--- config.mk ---
export PLATFORM = sky130hd
export DESIGN_NAME = hazard_unit
export DESIGN_NICKNAME = d
export VERILOG_FILES = /design/src/rtl/hazard_pkg.sv /design/src/rtl/hazard_unit_fwd_select.sv /design/src/rtl/hazard_unit.sv
export SDC_FILE = /design/constraint.sdc
export NUM_CORES = 1
export LEC_CHECK = 0
export BUFFER_PORTS_ARGS = -buffer_cell sky130_fd_sc_hd__buf_2
export CORE_MARGIN = 8
export CORE_UTILIZATION = 35
export CTS_BUF_LIST = sky130_fd_sc_hd__clkbuf_8
export CTS_CLUSTER_SIZE = 24
export DETAILED_ROUTE_END_ITERATION = 12
export GPL_TIMING_DRIVEN = 0
export PLACE_DENSITY_LB_ADDON = 0.15
export SYNTH_ARGS = -nofsm -noshare
export SYNTH_HDL_FRONTEND = slang
export SYNTH_SLANG_ARGS = --single-unit
--- constraint.sdc ---
create_clock -name clk -period 2.79 [get_ports clk]
set_clock_uncertainty 0.2 [all_clocks]
set_input_delay 0.1395 -clock clk [delete_from_list [all_inputs] [get_ports clk]]
set_output_delay 0.1395 -clock clk [all_outputs]
set_load 0.02 [all_outputs]
--- src/rtl/hazard_pkg.sv ---
// Shared opcodes, forward-select codes, FSM encoding and source-usage decode
// for the decode-stage hazard unit.
package hazard_pkg;

  localparam int unsigned OP_OR   = 0;
  localparam int unsigned OP_AND  = 1;
  localparam int unsigned OP_ADD  = 2;
  localparam int unsigned OP_SUB  = 3;
  localparam int unsigned OP_LW   = 4;
  localparam int unsigned OP_ADDI = 5;
  localparam int unsigned OP_ORI  = 6;
  localparam int unsigned OP_SW   = 7;
  localparam int unsigned OP_LDW  = 8;
  localparam int unsigned OP_SDW  = 9;
  localparam int unsigned OP_BEQ  = 10;
  localparam int unsigned OP_BNE  = 11;
  localparam int unsigned OP_BGT  = 12;
  localparam int unsigned OP_JR   = 13;
  localparam int unsigned OP_J    = 14;
  localparam int unsigned OP_CLL  = 15;

  localparam logic [1:0] FWD_RF  = 2'd0;
  localparam logic [1:0] FWD_EX  = 2'd1;
  localparam logic [1:0] FWD_MEM = 2'd2;
  localparam logic [1:0] FWD_WB  = 2'd3;

  typedef enum logic {
    IDLE = 1'b0,
    DW2  = 1'b1
  } hazard_state_e;

  function automatic logic uses_src_a(input logic [31:0] op);
    return (op <= OP_SDW) || (op == OP_JR);
  endfunction

  // Stores and compare-branches read their data/compare register from the rd field.
  function automatic logic uses_src_b(input logic [31:0] op);
    return (op <= OP_SUB) || (op == OP_SW) || (op == OP_SDW) ||
           (op == OP_BEQ) || (op == OP_BNE) || (op == OP_BGT);
  endfunction

endpackage

--- src/rtl/hazard_unit_fwd_select.sv ---
// Per-source forwarding mux select: youngest writing stage wins, r0 never forwards.
module fwd_select
  import hazard_pkg::*;
#(
  parameter int REG_W = 4
) (
  input  logic [REG_W-1:0] src,
  input  logic             used,
  input  logic [REG_W-1:0] rd_ex,
  input  logic             regwr_ex,
  input  logic [REG_W-1:0] rd_mem,
  input  logic             regwr_mem,
  input  logic [REG_W-1:0] rd_wb,
  input  logic             regwr_wb,
  output logic [1:0]       fwd
);

  logic live;
  assign live = used && (src != '0);

  always_comb begin
    fwd = FWD_RF;
    if (live) begin
      if (regwr_ex && (rd_ex == src))        fwd = FWD_EX;
      else if (regwr_mem && (rd_mem == src)) fwd = FWD_MEM;
      else if (regwr_wb && (rd_wb == src))   fwd = FWD_WB;
    end
  end

endmodule

--- src/rtl/hazard_unit.sv ---
// Decode-stage hazard unit: forwarding, load-use stall, LDW/SDW two-cycle issue.
// Optional HAZARD_PERF_CNT_EN adds load-use and DW2 cycle counters.
module hazard_unit
  import hazard_pkg::*;
#(
  parameter int REG_W = 4,
  parameter int OPC_W = 6
) (
  input  logic              clk,
  input  logic              reset,
  input  logic [OPC_W-1:0]  opcode_d,
  input  logic [REG_W-1:0]  rd_d,
  input  logic [REG_W-1:0]  rs_d,
  input  logic [REG_W-1:0]  rt_d,
  input  logic              flush_d,
  input  logic [REG_W-1:0]  rd_ex,
  input  logic              regwr_ex,
  input  logic              memrd_ex,
  input  logic [REG_W-1:0]  rd_mem,
  input  logic              regwr_mem,
  input  logic [REG_W-1:0]  rd_wb,
  input  logic              regwr_wb,
  output logic              dw_phase,
  output logic [1:0]        forward_a,
  output logic [1:0]        forward_b,
  output logic              exception,
  output logic              pc_hold,
  output logic              ifid_hold,
  output logic              bubble,
  output hazard_state_e     state_dbg
`ifdef HAZARD_PERF_CNT_EN
  ,
  output logic [31:0]       lu_stall_cnt,
  output logic [31:0]       dw_cycle_cnt
`endif
);

  hazard_state_e    state_q, state_d;
  logic [31:0]      op_w;
  logic             is_dw, idle, used_a, used_b;
  logic [REG_W-1:0] rd_eff, src_b;
  logic [1:0]       fwd_a_raw, fwd_b_raw;
  logic             lu_raw, exc_raw, lu_act;

  assign op_w   = 32'(opcode_d);
  assign is_dw  = (op_w == OP_LDW) || (op_w == OP_SDW);
  assign idle   = (state_q == IDLE);
  // Second half of a double-word op addresses the odd partner register.
  assign rd_eff = idle ? rd_d : rd_d + REG_W'(1);
  assign used_a = uses_src_a(op_w);
  assign used_b = uses_src_b(op_w);
  assign src_b  = (op_w <= OP_SUB) ? rt_d : rd_eff;

  fwd_select #(.REG_W(REG_W)) u_fwd_a (
    .src(rs_d), .used(used_a),
    .rd_ex(rd_ex), .regwr_ex(regwr_ex),
    .rd_mem(rd_mem), .regwr_mem(regwr_mem),
    .rd_wb(rd_wb), .regwr_wb(regwr_wb),
    .fwd(fwd_a_raw)
  );

  fwd_select #(.REG_W(REG_W)) u_fwd_b (
    .src(src_b), .used(used_b),
    .rd_ex(rd_ex), .regwr_ex(regwr_ex),
    .rd_mem(rd_mem), .regwr_mem(regwr_mem),
    .rd_wb(rd_wb), .regwr_wb(regwr_wb),
    .fwd(fwd_b_raw)
  );

  assign lu_raw  = memrd_ex && regwr_ex && (rd_ex != '0) &&
                   ((used_a && (rd_ex == rs_d)) || (used_b && (rd_ex == src_b)));
  assign exc_raw = idle && is_dw && rd_d[0];
  assign lu_act  = !reset && !flush_d && !exc_raw && lu_raw;

  always_ff @(posedge clk) begin
    if (reset) state_q <= IDLE;
    else       state_q <= state_d;
  end

  // Priority chain: reset, flush, exception, load-use, double-word sequencing.
  always_comb begin
    state_d   = IDLE;
    dw_phase  = 1'b0;
    forward_a = FWD_RF;
    forward_b = FWD_RF;
    exception = 1'b0;
    pc_hold   = 1'b0;
    ifid_hold = 1'b0;
    bubble    = 1'b0;
    state_dbg = IDLE;
    if (!reset) begin
      state_dbg = state_q;
      dw_phase  = !idle;
      forward_a = fwd_a_raw;
      forward_b = fwd_b_raw;
      if (flush_d) begin
        bubble = 1'b1;
      end else if (exc_raw) begin
        exception = 1'b1;
        bubble    = 1'b1;
      end else if (lu_act) begin
        bubble    = 1'b1;
        pc_hold   = 1'b1;
        ifid_hold = 1'b1;
        state_d   = state_q;
      end else if (idle && is_dw) begin
        pc_hold   = 1'b1;
        ifid_hold = 1'b1;
        state_d   = DW2;
      end
    end
  end

`ifdef HAZARD_PERF_CNT_EN
  always_ff @(posedge clk) begin
    if (reset) begin
      lu_stall_cnt <= '0;
      dw_cycle_cnt <= '0;
    end else begin
      if (lu_act)          lu_stall_cnt <= lu_stall_cnt + 32'd1;
      if (state_q == DW2)  dw_cycle_cnt <= dw_cycle_cnt + 32'd1;
    end
  end
`endif

endmodule
==> results_dict.tcl <==
set metrics [dict create \
    status "finished clean" \
    slew_viol_final 0 \
    drt_iter0_markers 39 \
    final_cells 195 \
    via_count 1080 \
    power_density_mw_per_mm2 135 \
    vdd_drop_max_mv 0.0637 \
    avgRoutedWirePerCell_microns 14.3 \
    top_register "state_q" \
    fin_crit_sh_pct 92.5 \
    r2r_start "state_q" \
    reg.largest.list "state_q (1)" \
    grt_usage_pct 12.3 \
    num-fill-cells 271 \
    place_congestion 0.859 \
    drive_gt1_share_pct 35.8 \
    die_w_microns 66.9 \
    tightest_slew_ps 667 \
    dieArea_sq_mm 0.00448 \
    cts_hold_buf 0 \
    arrival_ps 2240 \
    async_flop_share_pct 0 \
    syn_inst 120 \
    placed_area_sq_mm 0.00117 \
    r2r_end "state_q" \
    ff2ff_setup_slack_ps 550 \
    wirelength_mm 2.79 \
    rows 18 \
    synthesis.nets 158 \
    synth_top_flop_cell "dfxtp_1" \
    max_freq_ghz 0.388 \
    synthSimpleGateAreaFrac_pct 31.3 \
    final-setup-viol-count 0 \
    ys_seq_area_share_pct 2.21 \
    cts_resized 0 \
    clkLatencyLatePin_ps 0 \
    crit_start "opcode_d[5]" \
    critPathCapture "pc_hold" \
    postLayoutCoreUtil_pct 47.2 \
    syn_area_per_cell_sq_um 7.56 \
    critical_path_class "primary input to output port" \
    finalCriticalPeriod_ps 2580 \
    ys_types 49 \
    drc 0 \
    numPortBuffers 45 \
    grt_pass1_wl_mm 4.69 \
    critical_path_required_ps 2450 \
    die_h_microns 66.9 \
    antenna_found_initial 0 \
    final_hold_viol_count 0 \
    place_inst 195 \
    yosysWarnings 0 \
    end_kind "output port" \
    syn_to_final_growth_pct 29.0 \
    num_antenna_cells 0 \
    totalPowerFinal_mw 0.158 \
    path_max_fanout 3 \
    grt_max_degree 10 \
    grt_pass1_vias 1038 \
    finalSetupTns_ps 0 \
    rsz0062_at_grt "no" \
    boundaryPins 47 \
    dr.pass1.iters 4 \
    syn_area_sq_um 907 \
    initial_core_util_pct 36.6 \
    dp_hpwl_mm 2.51 \
    grt-ovfl-total 0 \
    largest_reg_flops 1 \
    hp-class "primary input to flop" \
    ys_ff_latch 1 \
    synth.area.mux_share_pct 4.28 \
    synth-xor-area-share_pct 29.7 \
    max_cap_viol_count 0 \
    start_kind "primary input" \
    synth_top_family_by_area "simple AND/OR/NAND/NOR gates" \
    max_slew_margin_pct 55.1 \
    clk_pin_slew_ps 0 \
    power_leakage_nw 0.529 \
    coreArea_sq_mm 0.00248 \
    postCtsSetupBuffers 0 \
    synth_compound_area_share_pct 23.7 \
    vias_per_cell 5.54 \
    fin_area_sq_mm 0.00117 \
    antenna_left 0 \
    yosys.area_share.adder_pct 1.38 \
    synth_edf_count 0 \
    finalNetCount 205 \
    r2r_cells 6 \
]
[worst min path at each step]
| stage | start | to | slack [ps] | cells after the start |
|---|---|---|---|---|
| after floorplan | flush_d | state_q | 130 | 2 |
| after global placement | flush_d | state_q | 260 | 3 |
| after detailed placement | flush_d | state_q | 270 | 3 |
| after CTS | flush_d | state_q | 270 | 3 |
| after global routing | flush_d | state_q | 290 | 3 |
| final | flush_d | state_q | 270 | 3 |
[cells by family (layout without fill, tap and decap cells)]
| kind of cell | count (synthesis) | after routing |
|---|---|---|
| and+or+nand+nor | 47 | 47 |
| AOI/OAI and AO/OA | 28 | 28 |
| xor gates and xnor gates | 26 | 26 |
| buffers and inverters | 14 | 59 |
| muxes | 3 | 3 |
| adders and majority gates | 1 | 1 |
| DFF | 1 | 1 |
[cells in the final DEF (no fill, tap or decap), types with 2 or more instances in the layout]
master    count
nand2_1       2
buf_4         2
nor2b_1       4
nand3b_1      2
o22ai_1       2
xor2_1       12
or2_2         2
nor4b_1       2
xnor2_1      11
o21ai_0       5
a21o_2        2
nand2b_1      2
or4_1         2
nand3_1       7
nor2_1        8
buf_2        45
inv_1         8
a211oi_1      2
nor3_1        2
xnor3_1       3
mux2i_2       2
nor4_1        5
nand4_1       2
a21o_1        2
clkbuf_1      3
a31oi_1       2
[critical path, cell delays in order]
cell and delay [ps]:
buf_2 110, nor4_1 600, nand4_1 230, o221ai_1 280, nand4b_1 200, a211oi_1 270, o21a_1 160, buf_4 100
buf_2 150
[layout make-up]
class | instances | area, sq um | share of cell area (%)
multi-input cells | 105 | 820 | 70.1
repair buffers | 45 | 225 | 19.3
plain buffers | 6 | 37.5 | 3.21
well taps | 30 | 37.5 | 3.21
inverters | 8 | 30.0 | 2.57
flip-flops and latches | 1 | 20.0 | 1.71
[power by group]
| group | internal, mW | switching, mW |
|---|---|---|
| Sequential | 0.0146 | 0.0000101 |
| Clock | 0 | 0 |
| Combinational | 0.0693 | 0.0740 |
[stage by stage]
step	hold slack [ps]	worst slack [ps]
4_1_cts	273	209
2_1_floorplan	129	488
5_1_grt	292	16.4
6_report	267	210
3_5_place_dp	273	221
3_3_place_gp	258	237
[cells in the mapped netlist (2+ instances only)]
cell type / number / area [sq um]
nor2b_1: 4 / 25.0
o21ai_0: 5 / 25.0
nor3_1: 2 / 10.0
a21o_2: 2 / 17.5
xor2_1: 12 / 105
a211oi_1: 2 / 15.0
nand2b_1: 2 / 12.5
nor4b_1: 2 / 17.5
nor2_1: 8 / 30.0
nand4_1: 2 / 12.5
clkbuf_1: 3 / 11.3
xnor3_1: 3 / 67.6
buf_4: 2 / 15.0
nand3b_1: 2 / 15.0
nand3_1: 7 / 35.0
or2_2: 2 / 12.5
xnor2_1: 11 / 96.3
a31oi_1: 2 / 12.5
or4_1: 2 / 15.0
nand2_1: 2 / 7.51
a21o_1: 2 / 15.0
nor4_1: 5 / 31.3
mux2i_2: 2 / 27.5
o22ai_1: 2 / 12.5
inv_1: 8 / 30.0
[metal layers]
metal  vias up  routed length [microns]  global-route usage [%]
met3         0                      192                    1.68
met5         -                        0                       0
met2        31                     1360                    22.2
met1       508                     1240                    15.9
li1        541                        -                       -
met4         0                        0                       0
No activity file was read; power rests on OpenSTA's default activity.
